<file path="src/rtl/alu_op_sequencer.sv">
// ---------------------------------------------------------------------------
// alu_op_sequencer
//   Accepts load / ALU-op commands, drives an external combinational ALU for
//   one cycle per op, accumulates the result and presents it as a response
//   held until the consumer takes it.
//
// Parameters
//   n                 operand / accumulator width
//
// Ports
//   clk               clock, all state changes on the rising edge
//   rst_n             synchronous active-low reset
//   cmd_valid/ready   command handshake (ready only while idle)
//   cmd_load          1 = load cmd_opnd into the accumulator, 0 = ALU op
//   cmd_mode          ALU mode, passed through undecoded
//   cmd_opnd          ALU B operand or load value
//   alu_a/b/mode      drive the downstream ALU (held outside EXEC)
//   alu_result        combinational ALU result
//   alu_carry_borrow  combinational ALU carry / borrow
//   rsp_valid/ready   response handshake
//   rsp_result        accumulator
//   rsp_carry         carry / borrow flag
//   rsp_zero          accumulator == 0
//   op_count          completed ALU ops, saturating at 255
// ---------------------------------------------------------------------------
module alu_op_sequencer #(
   parameter int n = 4
) (
   input  logic         clk,
   input  logic         rst_n,
   input  logic         cmd_valid,
   output logic         cmd_ready,
   input  logic         cmd_load,
   input  logic [2:0]   cmd_mode,
   input  logic [n-1:0] cmd_opnd,
   output logic [n-1:0] alu_a,
   output logic [n-1:0] alu_b,
   output logic [2:0]   alu_mode,
   input  logic [n-1:0] alu_result,
   input  logic         alu_carry_borrow,
   output logic         rsp_valid,
   input  logic         rsp_ready,
   output logic [n-1:0] rsp_result,
   output logic         rsp_carry,
   output logic         rsp_zero,
   output logic [7:0]   op_count
);

   typedef enum logic [1:0] {IDLE, EXEC, RESP} state_e;

   state_e       state_q, state_d;
   logic [n-1:0] acc_q, acc_d;
   logic         carry_q, carry_d;
   logic [7:0]   op_count_q, op_count_d;
   logic [2:0]   mode_q, mode_d;
   logic [n-1:0] opnd_q, opnd_d;
   logic         load_q, load_d;
   // Copies of the ALU drive taken when EXEC ends, so the ALU inputs keep
   // their last values in every other state.
   logic [n-1:0] hold_a_q, hold_a_d;
   logic [n-1:0] hold_b_q, hold_b_d;
   logic [2:0]   hold_mode_q, hold_mode_d;

   // State register
   always_ff @(posedge clk) begin
      if (!rst_n) begin
         state_q     <= IDLE;
         acc_q       <= '0;
         carry_q     <= 1'b0;
         op_count_q  <= '0;
         mode_q      <= '0;
         opnd_q      <= '0;
         load_q      <= 1'b0;
         hold_a_q    <= '0;
         hold_b_q    <= '0;
         hold_mode_q <= '0;
      end else begin
         state_q     <= state_d;
         acc_q       <= acc_d;
         carry_q     <= carry_d;
         op_count_q  <= op_count_d;
         mode_q      <= mode_d;
         opnd_q      <= opnd_d;
         load_q      <= load_d;
         hold_a_q    <= hold_a_d;
         hold_b_q    <= hold_b_d;
         hold_mode_q <= hold_mode_d;
      end
   end

   // Next-state logic
   always_comb begin
      state_d     = state_q;
      acc_d       = acc_q;
      carry_d     = carry_q;
      op_count_d  = op_count_q;
      mode_d      = mode_q;
      opnd_d      = opnd_q;
      load_d      = load_q;
      hold_a_d    = hold_a_q;
      hold_b_d    = hold_b_q;
      hold_mode_d = hold_mode_q;
      unique case (state_q)
         IDLE: begin
            if (cmd_valid) begin
               mode_d = cmd_mode;
               opnd_d = cmd_opnd;
               load_d = cmd_load;
               if (cmd_load) begin
                  acc_d   = cmd_opnd;
                  carry_d = 1'b0;
                  state_d = RESP;
               end else begin
                  state_d = EXEC;
               end
            end
         end
         EXEC: begin
            // Latch what the ALU saw this cycle so its inputs stay put afterwards.
            hold_a_d    = acc_q;
            hold_b_d    = opnd_q;
            hold_mode_d = mode_q;
            if (!load_q) begin
               acc_d   = alu_result;
               carry_d = alu_carry_borrow;
               if (op_count_q != 8'hFF) begin
                  op_count_d = op_count_q + 8'd1;
               end
            end
            state_d = RESP;
         end
         RESP: begin
            if (rsp_ready) begin
               state_d = IDLE;
            end
         end
         default: state_d = IDLE;
      endcase
   end

   // Outputs
   always_comb begin
      cmd_ready  = (state_q == IDLE);
      rsp_valid  = (state_q == RESP);
      rsp_result = acc_q;
      rsp_carry  = carry_q;
      rsp_zero   = (acc_q == '0);
      op_count   = op_count_q;
      if (state_q == EXEC) begin
         alu_a    = acc_q;
         alu_b    = opnd_q;
         alu_mode = mode_q;
      end else begin
         alu_a    = hold_a_q;
         alu_b    = hold_b_q;
         alu_mode = hold_mode_q;
      end
   end

endmodule

</file>
<file path="config.mk">
export PLATFORM = sky130hd
export DESIGN_NAME = alu_op_sequencer
export DESIGN_NICKNAME = d
export VERILOG_FILES = /design/src/rtl/alu_op_sequencer.sv
export SDC_FILE = /design/constraint.sdc
export NUM_CORES = 1
export LEC_CHECK = 0
export ABC_AREA = 1
export CAP_MARGIN = 5
export CORE_MARGIN = 5
export CORE_UTILIZATION = 46
export CTS_CLUSTER_SIZE = 24
export DETAILED_ROUTE_END_ITERATION = 7
export PLACE_DENSITY = 0.83
export SYNTH_ARGS = -nofsm -noshare
export SYNTH_HDL_FRONTEND = slang
export SYNTH_SLANG_ARGS = --single-unit
</file>
<file path="constraint.sdc">
create_clock -name clk -period 1.47 [get_ports clk]
set_input_delay 0.294 -clock clk [delete_from_list [all_inputs] [get_ports clk]]
set_output_delay 0.294 -clock clk [all_outputs]
set_load 0.005 [all_outputs]
</file>
Yosys cells after proc, flatten, opt, wreduce, memory -nomap -nowiden
Cells that the tools add are included.
- register bits after elaboration: 34
- input bits: 17
- word-level logic and storage cells: 41
- add/subtract/negate cells: 1
- equality and inequality tests: 7
- multiplexer cells: 15
- bitwise logic cells: 1
- reduce and logical (&&, ||, !) cells: 7
- operators by type and width (kind ; number):
    $mux W4 ; 5
    $add A8 B1 Y8 const B ; 1
    $ne A8 B8 Y1 const B ; 1
    $pmux W4 S2 ; 1
    $mux W2 ; 3
    $pmux W2 S3 ; 1
    $logic_not A4 Y1 ; 1
    $ne A2 B1 Y1 const B ; 2
    $ne A2 B2 Y1 const B ; 2
    $reduce_and A2 Y1 ; 2
    $reduce_and A4 Y1 ; 1
    $mux W1 ; 3
    $mux W3 ; 1
    $reduce_and A3 Y1 ; 1
    $eq A2 B1 Y1 const B ; 1
    $eq A2 B2 Y1 const B ; 1
    $logic_not A2 Y1 ; 1
    $pmux W1 S2 ; 1
    $reduce_bool A2 Y1 ; 1
    $not A1 Y1 ; 1

Logic depth before layout (Yosys ltp)
Gate-level depths: netlist of the first run.
- word-level depth: 3
- depth in mapped cells: 9

Worst setup path before layout of the first run
No wires, ideal clock.
- kind: register to output
- start: reg state_q[1]
- end: out alu_a[1]
- data arrival time: 1009 ps
- data required time: 1176 ps
- setup slack: 167 ps
- cell stages (with the launch flop): 8
- path buffers: 1
- cells stage by stage: dfxtp_1 > inv_2 > nand2_4 > inv_6 > buf_8 > or2_1 > o21ai_0 > inv_1
- cells in the longest elaborated chain, start to end: 2
- RTL lines (item ; RTL line ; source):
    start, declared ; 51 ; state_e state_q, state_d;
    start signal, assigned ; 78 ; state_q <= state_d;
    $eq A2 B1 Y1 ; 149 ; if (state_q == EXEC) begin
    $mux W4 ; -- ;
    end, declared ; 36 ; output logic [n-1:0] alu_a,
Every way passes these cells.

Worst setup path after layout of the first run
- start: reg state_q[1]
- end: out alu_a[3]
The elaborated chain is that of the path after synthesis.

==> results.md, run 1 <==
- Leakage power: between 1 and 1.5 nW
- DP Wirelength: 2760 µm
- Kind of critical path: flop to primary output
- GRT Util Overall: 24.1%
- Worst-margin pin slew: between 0.4 and 0.5 ns
- Sink Count: 34
- DR iter-0 viols: approximately 220
- Status: finished, violations left
- Layout area overhead: 75.1%
- Sequential Power Share: 48.4%
- Critical Path Start Type: flop
- Share of cells above drive strength 1: between 40% and 50%
- Critical path arrival: 1.46 ns
- Final Power: 2.09 mW
- NetSw: 0.616 mW
- Seq/Total Area, Yosys: 45.1%
- # setup viols final: 13
- Via density: 5.30
- Commonest cells after routing, fill and taps aside: buf_4, nand2_1, nor2_1
- CP endpoint kind: primary output
- Worst path max stage delay: 0.34 ns
- Final WS setup: -0.288 ns
- RSZ-0062 raised after global routing: true
- Peak VDD IR: between 800 and 900 µV
- Nets: 338
- Via count: 1929
- Gate Count Post-Synth: 214
- Internal power: roughly 1.5 mW
- TNS Setup: -3.06 ns
- Routed WL: 5970 µm
- Most common cell after layout, fill and taps aside: buf_4
- Cell at the root of the clock tree: clkbuf_4
- Cts bufs inserted: 5
- # rows: 20
- Top cells by area, synth: dfxtp_1, nand2_1, nor2_1, o21ai_0, inv_1
- Period Utilization, post-route: 120%
- Logic pwr share: 28.3%
- Part of the power in the clock network: 23.3%
- Yosys warnings: 0
- Initial antenna violation count: 0
- Number of synthesized register bits: 34
- Diodes inserted: 0
- Wire per inst: 16.4 µm
- HP Class: flop to flop
- WHS: ~0.5 ns
- Initial core utilization: 48.6%
- Global-route wire length before repair: 8250 µm
- Final hold vios: 0
- Failing checks: setup timing
- Post-Syn Area: 1510 µm²
- Pre-Repair DR Iteration Count: 5
- Number of global-route vias before repair: 1832
- Clock Pin Slew Worst Setup and Hold Paths: 0.10 ns
- Crit-path slowest cell: dfxtp_2
- # H-tree levels: 2
- Synth unique cells: 24
- GRT Residual Overflow: 0
- IO Pins: 44
- Max_cap viols: 0
- IO buf count: 43
- Critical path cell sequence: inv_2 > nand2_4 > buf_6 > buf_8 > o21ai_4 > inv_2 > buf_2
- Synth area leader: dfxtp_1
- Clk Latency, worst-skew pair: 0.33 ns
- CORE AREA: 3100 µm²
- Syn_area_per_cell: 7.05 µm²
- Cell repeated most along the worst path: inv_2
- Slew Viols, Final: 0
- CTS tree: yes
- Pin count of the biggest net entering global routing: 11
- Worst Path Required: around 1.2 ns
- Max clock buf depth: 2
- Switch share: between 20 and 30%
- # DRC: 0
- Rel. slew slack: between 70% and 80%
- Top cell type's share of synthesized area: 45.1%
- Layout Skew: 0.00348 ns
- Routed Antenna Nets: 0
- Worst-path fanout max: 4
- Die width: 67.3 µm
- Fin crit period: 1.76 ns
- Die height: between 60 and 70 µm
- PwrDens: 791 nW/µm²
- Synth Net Count: roughly 230
- Fmax: 0.569 GHz
- GPL Wtd Cong: ~0.82
- Die area: 4530 µm²
[routing by layer]
layer / vias to the layer above / GRT usage, % / share of wire, % / wire (µm)
li1: 880 / - / - / -
met1: 901 / 28.2 / 38 / 2270
met2: 116 / 42.7 / 52 / 3090
met3: 32 / 4.49 / 6.7 / 398
met4: 0 / 10.4 / 3.6 / 216
met5: - / 0 / 0 / 0
[path summary, 6_finish.rpt]
kind | slack (ns) | from | to | depth (start not counted)
min reg2reg | 0.49 | rsp_carry | rsp_carry | 2
min | 0.49 | rsp_carry | rsp_carry | 2
max | -0.29 | state_q[1] | alu_a[3] | 7
max reg2reg | -0.11 | state_q[1] | hold_a_q[0] | 11
[area by class of cell]
cell class	count	area, µm²
timing repair buffer	103	882
inverter	26	105
clock buffer	7	45.0
timing repair inverter	1	8.76
multi-input combinational	149	845
fill	185	460
sequential	34	702
tap	44	55.1
[power groups by stage]
stage	logic (mW)	registers (mW)	clock network, mW
2_1_floorplan	0.174	1.02	0
3_3_place_gp	0.397	1.02	0
3_5_place_dp	0.406	1.02	0
4_1_cts	0.506	1.00	0.472
5_1_grt	0.637	1.02	0.524
6_report	0.591	1.01	0.488
[synth_stat cells]
master / instances
nand2_1: 45
nor2_1: 42
dfxtp_1: 34
inv_1: 23
o21ai_0: 21
a21oi_1: 13
or2_2: 7
nand3_1: 5
or2_1: 5
clkbuf_1: 3
nand2_4: 2
nand4_1: 2
buf_2: 1
buf_8: 1
clkinv_1: 1
ha_1: 1
inv_2: 1
inv_6: 1
nand3_2: 1
nor2_4: 1
nor3_1: 1
nor4_1: 1
o211ai_2: 1
o21ai_1: 1
[cell families after synthesis]
family | share of synthesized area [%]
flip-flops | 45.1
AND/OR/NAND/NOR | 32.8
buffers and inverters | 8.87
adder cells (fa/ha/maj) | 0.829
AO/OA/AOI/OAI | 12.4
[registers in the layout (all words and copies together), names as in the netlist]
name         cells
op_count         8
hold_a_q         4
hold_b_q         4
opnd_q           4
rsp_result       4
hold_mode_q      3
mode_q           3
state_q          2
load_q           1
rsp_carry        1
[through the flow]
stage               util (%)  std cells  setup slack, ns  area (µm²)
CTS                     80.6        361           -0.240        2500
finish                  85.2        364           -0.288        2640
global placement        69.1        320           -0.205        2140
global route            85.2        364           -0.355        2640
floorplan                  -        214            0.167        1510
detailed placement      69.1        320           -0.267        2140
[critical path, delay by kind of cell, from the launching register on]
family,cells,cell delay (ns)
compound gates,1,0.15
flops,1,0.34
simple gates,1,0.10
buf+inv,5,0.53
[timing repair]
item / 4_1_cts / 5_1_grt
endpoints found under the setup margin: 27 / 28
pin swaps: 10 / 14
resized for setup: 110 / 43
gates cloned: 1 / 0
hold buffers: 0 / 0
hold endpoints to repair: 0 / 0
buffers inserted: 34 / 9
No activity file was read; power rests on OpenSTA's default activity.
==> run 2: changes to the inputs <==
--- a/config.mk
+++ b/config.mk
@@ -9,9 +9,10 @@
 export CAP_MARGIN = 5
 export CORE_MARGIN = 5
 export CORE_UTILIZATION = 46
+export CTS_CLUSTER_DIAMETER = 30
 export CTS_CLUSTER_SIZE = 24
 export DETAILED_ROUTE_END_ITERATION = 7
-export PLACE_DENSITY = 0.83
+export PLACE_DENSITY_LB_ADDON = 0.15
 export SYNTH_ARGS = -nofsm -noshare
 export SYNTH_HDL_FRONTEND = slang
 export SYNTH_SLANG_ARGS = --single-unit
==> run 2 against run 1 <==
  * The run still ends with setup timing left
  * First-iteration DRC count down 62%
  * Sequential power about the same
  * Setup slack improved by 0.094 ns
  * Core utilization decreased by 6.1 points
  * Total power up 12%
  * Clock skew increased by 0.015 ns
  * Sequential cell count unchanged
  * Largest power group unchanged
  * Highest routed layer unchanged
==> results.md, run 2 (synthesized netlist as in run 1, its figures left out) <==
- Pre-CTS WS: -0.230 ns (+0.0363 ns)
- # H-tree levels: 2 (unchanged)
- Routed WL: 4430 µm (-26%)
- Area occupied by multi-input gates: 800 µm² (-5.3%)
- CTS Hold Bufs: 0 (unchanged)
- GPL Wtd Cong: 0.788 (-3.7%)
- Layout area overhead: 62.5%
- IO Pins: 44 (unchanged)
- Max FFs per register: 8 (unchanged)
- Leakage power: 1.28 nW (-11%)
- Die width: 67.3 µm (unchanged)
- Max clock buf depth: 2 (unchanged)
- Clock Pin Slew Worst Setup and Hold Paths: 0.10 ns (about the same)
- PwrDens: 954 nW/µm² (+21%)
- Routed Antenna Nets: 0 (unchanged)
- Slew Viols, Final: 0 (unchanged)
- GRT Util Overall: 20.5% (-3.6 points)
- Filler instances: 230 (+24%)
- GRT Residual Overflow: 0 (unchanged)
- Final hold vios: 0 (unchanged)
- Critical Path Start Type: flop
- DR iter-0 viols: 83 (-62%)
- # DRC: 0 (unchanged)
- Cell at the root of the clock tree: clkbuf_4
- Final Power: 2.34 mW (+12%)
- Die height: 67.3 µm (unchanged)
- Cts bufs inserted: 5 (unchanged)
- TNS Setup: -2.01 ns (+1.05 ns)
- DP Wirelength: 2730 µm (-1.2%)
- Worst-margin pin slew: 0.317 ns (-0.0878 ns)
- Nets: 319 (-5.6%)
- Failing checks: setup timing
- Pin count of the biggest net entering global routing: 17 (+6)
- Rel. slew slack: 78.8% (+5.9 points)
- Fmax: 0.601 GHz (+5.6%)
- Peak VDD IR: 634 µV (-29%)
- WHS Path Cells: 2 (unchanged)
- Most common cell after layout, fill and taps aside: nand2_1
- Initial core utilization: 48.6% (unchanged)
- IO buf count: 43 (unchanged)
- Final Core Density: 79.0% (-6.1 points)
- CORE AREA: 3100 µm² (unchanged)
- Via count: 1658 (-14%)
- Worst Path Required: 1.18 ns (about the same)
- Max_cap viols: 0 (unchanged)
- Layout Skew: 0.0180 ns (+0.0145 ns)
- CTS tree: yes
- Critical path arrival: 1.37 ns (-0.09 ns)
- R2r worst-path depth: 9 (-2)
- Status: finished, violations left
- Commonest cells after routing, fill and taps aside: nand2_1, nor2_1, buf_4
- Period Utilization, post-route: 113% (-6.4 points)
- Global-route wire length before repair: 6850 µm (-17%)
- Die area: 4530 µm² (unchanged)
- Wire per inst: 12.8 µm (-22%)
- Share of cells above drive strength 1: 37.1% (-4.8 points)
- Fin crit period: 1.66 ns (-0.0939 ns)
- # rows: 20 (unchanged)
- Pre-Repair DR Iteration Count: 4 (-1)
- Number of global-route vias before repair: 1577 (-14%)
- Worst-path fanout max: 7 (+3)
- Initial antenna violation count: 0 (unchanged)
- Kind of critical path: flop to primary output
- Clk Latency, worst-skew pair: 0.35 ns (+0.02 ns)
- Via density: 4.79 (-9.6%)
- RSZ-0062 raised after global routing: true
- Sink Count: 34 (unchanged)
- Diodes inserted: 0 (unchanged)
- HP Class: flop to flop
- Final WS setup: -0.195 ns (+0.0939 ns)
- Register area: 701 µm² (-0.18%)
- # setup viols final: 12 (-1)
- CP endpoint kind: primary output
## run 2: changes by cell type in the layout (fill, tap and decap cells not counted), moves of 3 or more
cell	change
or2_4	-3
buf_6	-8
or2_1	+3
inv_1	+3
o21ai_2	+6
buf_4	-12
dlygate4sd2_1	+7
dlymetal6s2s_1	-7
o21ai_4	-6
buf_2	+3
inv_2	-3
## run 2: power by group
part           switching, mW  internal (mW)
Clock                  0.339          0.532
Sequential            0.0331          0.975
Combinational          0.213          0.247
Total                  0.585           1.75
## run 2: layer usage
| layer | vias to the layer above | share of wire (%) | track usage (%) |
|---|---|---|---|
| met5 | - | 0 | 0 |
| met4 | 0 | 0.70 | 5.32 |
| met3 | 4 | 5.0 | 6.66 |
| met2 | 44 | 53 | 37.9 |
| met1 | 768 | 42 | 22.4 |
| li1 | 842 | - | - |
## run 2: worst paths after layout
path / startpoint / slack, ns / endpoint
max: state_q[1] / -0.19 / alu_mode[1]
min: rsp_carry / 0.47 / rsp_carry
max reg2reg: op_count[0] / 0.07 / op_count[4]
min reg2reg: rsp_carry / 0.47 / rsp_carry
## run 2: layout make-up
class                   instances  share of cell area [%]
clock buffers                   5                    1.53
well taps                      44                    2.24
multi-input cells             149                    32.6
repair inverters                1                   0.357
flip-flops and latches         34                    28.6
inverters                      26                    4.29
repair buffers                 84                    27.6
clock inverters                 3                    2.81
## run 2: through the flow
stage / cell area [µm²] / hold WS, ns / instances
detailed placement: 2160 / 0.462 / 322
global route: 2450 / 0.495 / 346
finish: 2450 / 0.465 / 346
global placement: 2160 / 0.460 / 322
floorplan: 1510 / 0.373 / 214
CTS: 2390 / 0.474 / 345
## run 2: what timing repair did
item                                    in CTS  in global routing
buffers inserted                            15                  2
resized for setup                          114                 14
endpoints found under the setup margin      27                 22
cloned                                       1                  0
pin swaps                                    6                  9
## run 2: critical path: stages (launching register included)
cell	delay (ns)
dfxtp_2	0.34
inv_2	0.05
nand2_4	0.12
inv_8	0.05
or2_4	0.25
o21ai_2	0.06
inv_1	0.05
buf_2	0.12
==> edit 1 (config.mk and constraints of run 1) <==
Encoding of `state_e`: now one-hot (3 bits for 3 states).
--- a/src/rtl/alu_op_sequencer.sv
+++ b/src/rtl/alu_op_sequencer.sv
@@ -46,7 +46,7 @@
    output logic [7:0]   op_count
 );
 
-   typedef enum logic [1:0] {IDLE, EXEC, RESP} state_e;
+   typedef enum logic [2:0] {IDLE = 3'b001, EXEC = 3'b010, RESP = 3'b100} state_e;
 
    state_e       state_q, state_d;
    logic [n-1:0] acc_q, acc_d;
Formal check against the unedited RTL: same outputs for any inputs over 10 cycles, from zero or initial values and one cycle with rst_n low; not proved beyond that.
==> edit 1 against run 1 <==
- the flow still finishes with violations (setup timing)
- setup slack gained 0.074 ns
- area after synthesis is 17% higher
- via count shrank 3.7%
- total power grew 21%
- sequential cell count grew 1
- wire length fell by 14%
- critical path depth rose by 1
- global-route usage fell by 4.6 points
- fmax rose by 4.4%
- final area grew 5.5%
==> edit 1: results (changes against run 1) <==
<table>
<tr><th>Metric</th><th>Value</th></tr>
<tr><th colspan="2">Detailed routing</th></tr>
<tr><td>Detailed Route WL</td><td>5.138 mm (was 5.974 mm)</td></tr>
<tr><td>Via count</td><td>1,858 (was 1,929)</td></tr>
<tr><td>Initial drt markers</td><td>81 (was 217)</td></tr>
<tr><th colspan="2">Critical path</th></tr>
<tr><td>Path depth of the worst reg2reg path</td><td>12 (was 11)</td></tr>
<tr><td>Startpoint of the most critical setup path</td><td>state_q[0] (was state_q[1])</td></tr>
<tr><td>Worst-path maximum fanout</td><td>7 (was 4)</td></tr>
<tr><td>Capturing point of the worst reg2reg path</td><td>rsp_result[1] (was hold_a_q[0])</td></tr>
<tr><td>Data arrival time of the critical path</td><td>1.39 ns (was 1.46 ns)</td></tr>
<tr><td>R2R setup slack</td><td>0.05 ns (was -0.11 ns)</td></tr>
<tr><th colspan="2">Clock tree</th></tr>
<tr><td>Clock edge transition at the registers on the reported setup and hold paths</td><td>0.06 ns (was 0.10 ns)</td></tr>
<tr><td>Insertion delay to the later sink of the worst-skew pair</td><td>0.28 ns (was 0.33 ns)</td></tr>
<tr><td>Clock root cell</td><td>clkbuf_8 (was clkbuf_4)</td></tr>
<tr><th colspan="2">Synthesis</th></tr>
<tr><td>Number of distinct library cell variants in the gate-level netlist after synthesis</td><td>28 (was 24)</td></tr>
<tr><td>Most numerous cell types in the synthesized netlist</td><td>62 x nand2_1, 49 x inv_1, 35 x dfxtp_1, 27 x a21oi_1, 16 x nor2_1 (was 45 x nand2_1, 42 x nor2_1, 34 x dfxtp_1, 23 x inv_1, 21 x o21ai_0)</td></tr>
<tr><td>Compound-gate portion of the synthesized area</td><td>19.04% (was 12.44%)</td></tr>
<tr><td>Net Count, Synth</td><td>265 (was 232)</td></tr>
<tr><td>XOR/XNOR share of the synthesized area</td><td>0.4954% (was 0%)</td></tr>
<tr><td>Adder-cell share of the synthesized area</td><td>0.7077% (was 0.8292%)</td></tr>
<tr><th colspan="2">Global route</th></tr>
<tr><td>Vias in the first global route</td><td>1,816 (was 1,832)</td></tr>
<tr><td>Overall fraction of global-route tracks in use</td><td>19.47% (was 24.10%)</td></tr>
<tr><td>First-pass GRT wire length</td><td>7.921 mm (was 8.252 mm)</td></tr>
<tr><td>Largest net degree at the start of global routing</td><td>18 (was 11)</td></tr>
<tr><th colspan="2">Layout</th></tr>
<tr><td>Net count, final</td><td>353 (was 338)</td></tr>
<tr><th colspan="2">STA</th></tr>
<tr><td>Worst slack on hold paths</td><td>0.4882 ns (was 0.4893 ns)</td></tr>
<tr><td>Accumulated negative setup slack</td><td>-1.874 ns (was -3.055 ns)</td></tr>
<tr><td>Smallest setup slack after layout</td><td>-0.2145 ns (was -0.2884 ns)</td></tr>
<tr><td>Final setup violation count</td><td>11 (was 13)</td></tr>
<tr><td>Worst slew margin</td><td>78.06% (was 72.92%)</td></tr>
<tr><th colspan="2">Run status</th></tr>
<tr><td>Outcome</td><td>finished, violations left (unchanged)</td></tr>
<tr><td>Failing checks</td><td>setup timing (unchanged)</td></tr>
</table>
[edit 1: timing repair]
item,in CTS,in global routing
setup endpoints to repair,26,35
setup buffers,9,7
gates resized for setup,106,37
pin swaps,3,3
[edit 1: logic make-up (layout without fill, tap and decap cells)]
group | Yosys count | after routing
fa+ha+maj | 1 | 1
simple gates | 97 | 97
compound gates | 51 | 51
buf+inv | 62 | 149
xor+xnor | 1 | 1
flops | 35 | 35
[edit 1: worst max-delay path by stage]
stage | to | cells after the start
3_5_place_dp | alu_mode[0] | 7
4_1_cts | alu_mode[1] | 8
3_3_place_gp | alu_b[3] | 7
5_1_grt | alu_a[2] | 8
6_report | alu_b[3] | 8
2_1_floorplan | alu_a[0] | 6
[edit 1: layout make-up]
class,count,area (sq um)
timing repair buffer,90,782.0
clock buffer,6,72.57
multi-input combinational,150,947.2
inverter,53,201.4
tap,48,60.06
sequential,35,725.7
fill,263,899.6
[edit 1: power breakdown]
group | internal, mW | switching (mW) | total, mW
combinational | 0.387 | 0.436 | 0.824
clock | 0.315 | 0.310 | 0.625
sequential | 1.04 | 0.0517 | 1.09
[edit 1: metrics by stage]
stage | instances | total power [mW] | instance area, sq um
CTS | 376 | 2.459 | 2640
floorplan | 247 | 1.453 | 1768
global placement | 361 | 1.797 | 2462
detailed placement | 361 | 1.816 | 2462
global route | 382 | 2.690 | 2789
finish | 382 | 2.537 | 2789
[edit 1: routing by layer]
metal / up-vias / global-route usage [%] / wire length (microns)
met3: 17 / 6.371 / 247
met2: 45 / 35.00 / 2726
met1: 850 / 20.65 / 1978
li1: 946 / - / -
met5: - / 0 / 0
met4: 0 / 8.559 / 185
[edit 1: tightest hold or removal path: stages, from the launching register on]
cell     delay, ns
dfxtp_1       0.31
nor2_1        0.09
nor2_1        0.05
==> edit 2 (settings of run 1) <==
Made on the original files. Set the parameter `n` to 5 (it was 4).
--- a/src/rtl/alu_op_sequencer.sv
+++ b/src/rtl/alu_op_sequencer.sv
@@ -24,7 +24,7 @@
 //   op_count          completed ALU ops, saturating at 255
 // ---------------------------------------------------------------------------
 module alu_op_sequencer #(
-   parameter int n = 4
+   parameter int n = 5
 ) (
    input  logic         clk,
    input  logic         rst_n,
Interface: changed (5 resized); port bits go from 44 to 49. The function was not compared with the original's and may differ.
==> edit 2 against run 1 <==
- critical path depth is 1 higher
- sequential cell count is 4 higher
- total power up 39%
- final area is 21% higher
- critical endpoint is now alu_b[1]
- utilization grew 2.7 points
- largest cell class unchanged
- wire length rose by 56%
- area after synthesis increased by 14%
- setup slack worse by 0.13 ns
- the flow still finishes with violations (setup timing)
==> edit 2: results (changes against run 1) <==
<table>
<tr><th>Metric</th><th>Value</th></tr>
<tr><th colspan="2">Run status</th></tr>
<tr><td>Outcome</td><td>finished, violations left (unchanged)</td></tr>
<tr><td>Failing checks</td><td>setup timing (unchanged)</td></tr>
<tr><th colspan="2">Placement</th></tr>
<tr><td>Place WS</td><td>-0.3994 ns (was -0.2668 ns)</td></tr>
<tr><td>Number of buffers inserted by port buffering</td><td>48 (was 43)</td></tr>
<tr><td>Post-DP Area</td><td>2405 sq um (was 2143 sq um)</td></tr>
<tr><th colspan="2">Synthesis</th></tr>
<tr><td>Number of distinct library cell variants in the gate-level netlist after synthesis</td><td>26 (was 24)</td></tr>
<tr><td>Number of cells produced by synthesis</td><td>246 (was 214)</td></tr>
<tr><td>Sequential cell area fraction in the yosys report</td><td>44.38% (was 45.11%)</td></tr>
<tr><th colspan="2">Critical path</th></tr>
<tr><td>Crit-path max cell delay</td><td>0.36 ns (was 0.34 ns)</td></tr>
<tr><td>Path depth of the worst reg2reg path</td><td>12 (was 11)</td></tr>
<tr><td>Endpoint of the most critical setup path</td><td>alu_b[1] (was alu_a[3])</td></tr>
<tr><td>Data arrival time of the critical path</td><td>1.60 ns (was 1.46 ns)</td></tr>
<tr><td>Worst-path maximum fanout</td><td>3 (was 4)</td></tr>
<tr><td>Launch point of the worst reg-to-reg path</td><td>state_q[0] (was state_q[1])</td></tr>
<tr><th colspan="2">Layout</th></tr>
<tr><td>Net count, final</td><td>393 (was 338)</td></tr>
<tr><td>Final standard cell count with taps included and fillers excluded</td><td>421 (was 364)</td></tr>
<tr><td>Fill cell instance count of the final layout</td><td>173 (was 185)</td></tr>
<tr><td>Area taken by multi-input logic gates</td><td>994.7 sq um (was 844.6 sq um)</td></tr>
<tr><th colspan="2">Global route</th></tr>
<tr><td>Overall fraction of global-route tracks in use</td><td>26.04% (was 24.10%)</td></tr>
<tr><td>First-pass GRT wire length</td><td>10.25 mm (was 8.252 mm)</td></tr>
<tr><th colspan="2">STA</th></tr>
<tr><td>Accumulated negative setup slack</td><td>-5.666 ns (was -3.055 ns)</td></tr>
<tr><td>Final setup violation count</td><td>36 (was 13)</td></tr>
<tr><td>Smallest setup slack after layout</td><td>-0.4222 ns (was -0.2884 ns)</td></tr>
<tr><th colspan="2">Clock tree</th></tr>
<tr><td>Clock edge transition at the registers on the reported setup and hold paths</td><td>0.07 ns (was 0.10 ns)</td></tr>
<tr><td>Clock root cell</td><td>clkbuf_8 (was clkbuf_4)</td></tr>
<tr><th colspan="2">Power and ir drop</th></tr>
<tr><td>Leakage dissipation</td><td>1.688 nW (was 1.443 nW)</td></tr>
<tr><th colspan="2">Detailed routing</th></tr>
<tr><td>Initial drt markers</td><td>296 (was 217)</td></tr>
</table>
-- edit 2: per-layer routing --
metal | vias up | routed length, microns | part of all wire (%) | GRT usage, %
met2 | 245 | 4339 | 47 | 43.46
met3 | 92 | 929 | 10 | 8.523
met1 | 1112 | 3189 | 34 | 28.65
li1 | 1020 | - | - | -
met5 | - | 0 | 0 | 0
met4 | 0 | 832 | 9.0 | 15.66
-- edit 2: area by class of cell --
class                      count  area share [%]
timing repair buffer         127           34.42
multi-input combinational    170           31.16
sequential                    38           25.13
inverter                      31           3.881
clock buffer                   6           2.587
tap                           48           1.882
clock inverter                 1          0.9408
-- edit 2: where the power goes --
group / switching (mW) / total, mW / internal (mW)
registers: 0.0587 / 1.14 / 1.09
clock network: 0.379 / 0.922 / 0.543
logic: 0.425 / 0.840 / 0.415
-- edit 2: timing repair --
item | 4_1_cts | 5_1_grt
pin swaps | 5 | 11
endpoints found under the hold margin | 0 | 0
endpoints found under the setup margin | 34 | 49
cloned | 2 | 0
setup buffers | 41 | 22
resized for setup | 111 | 72
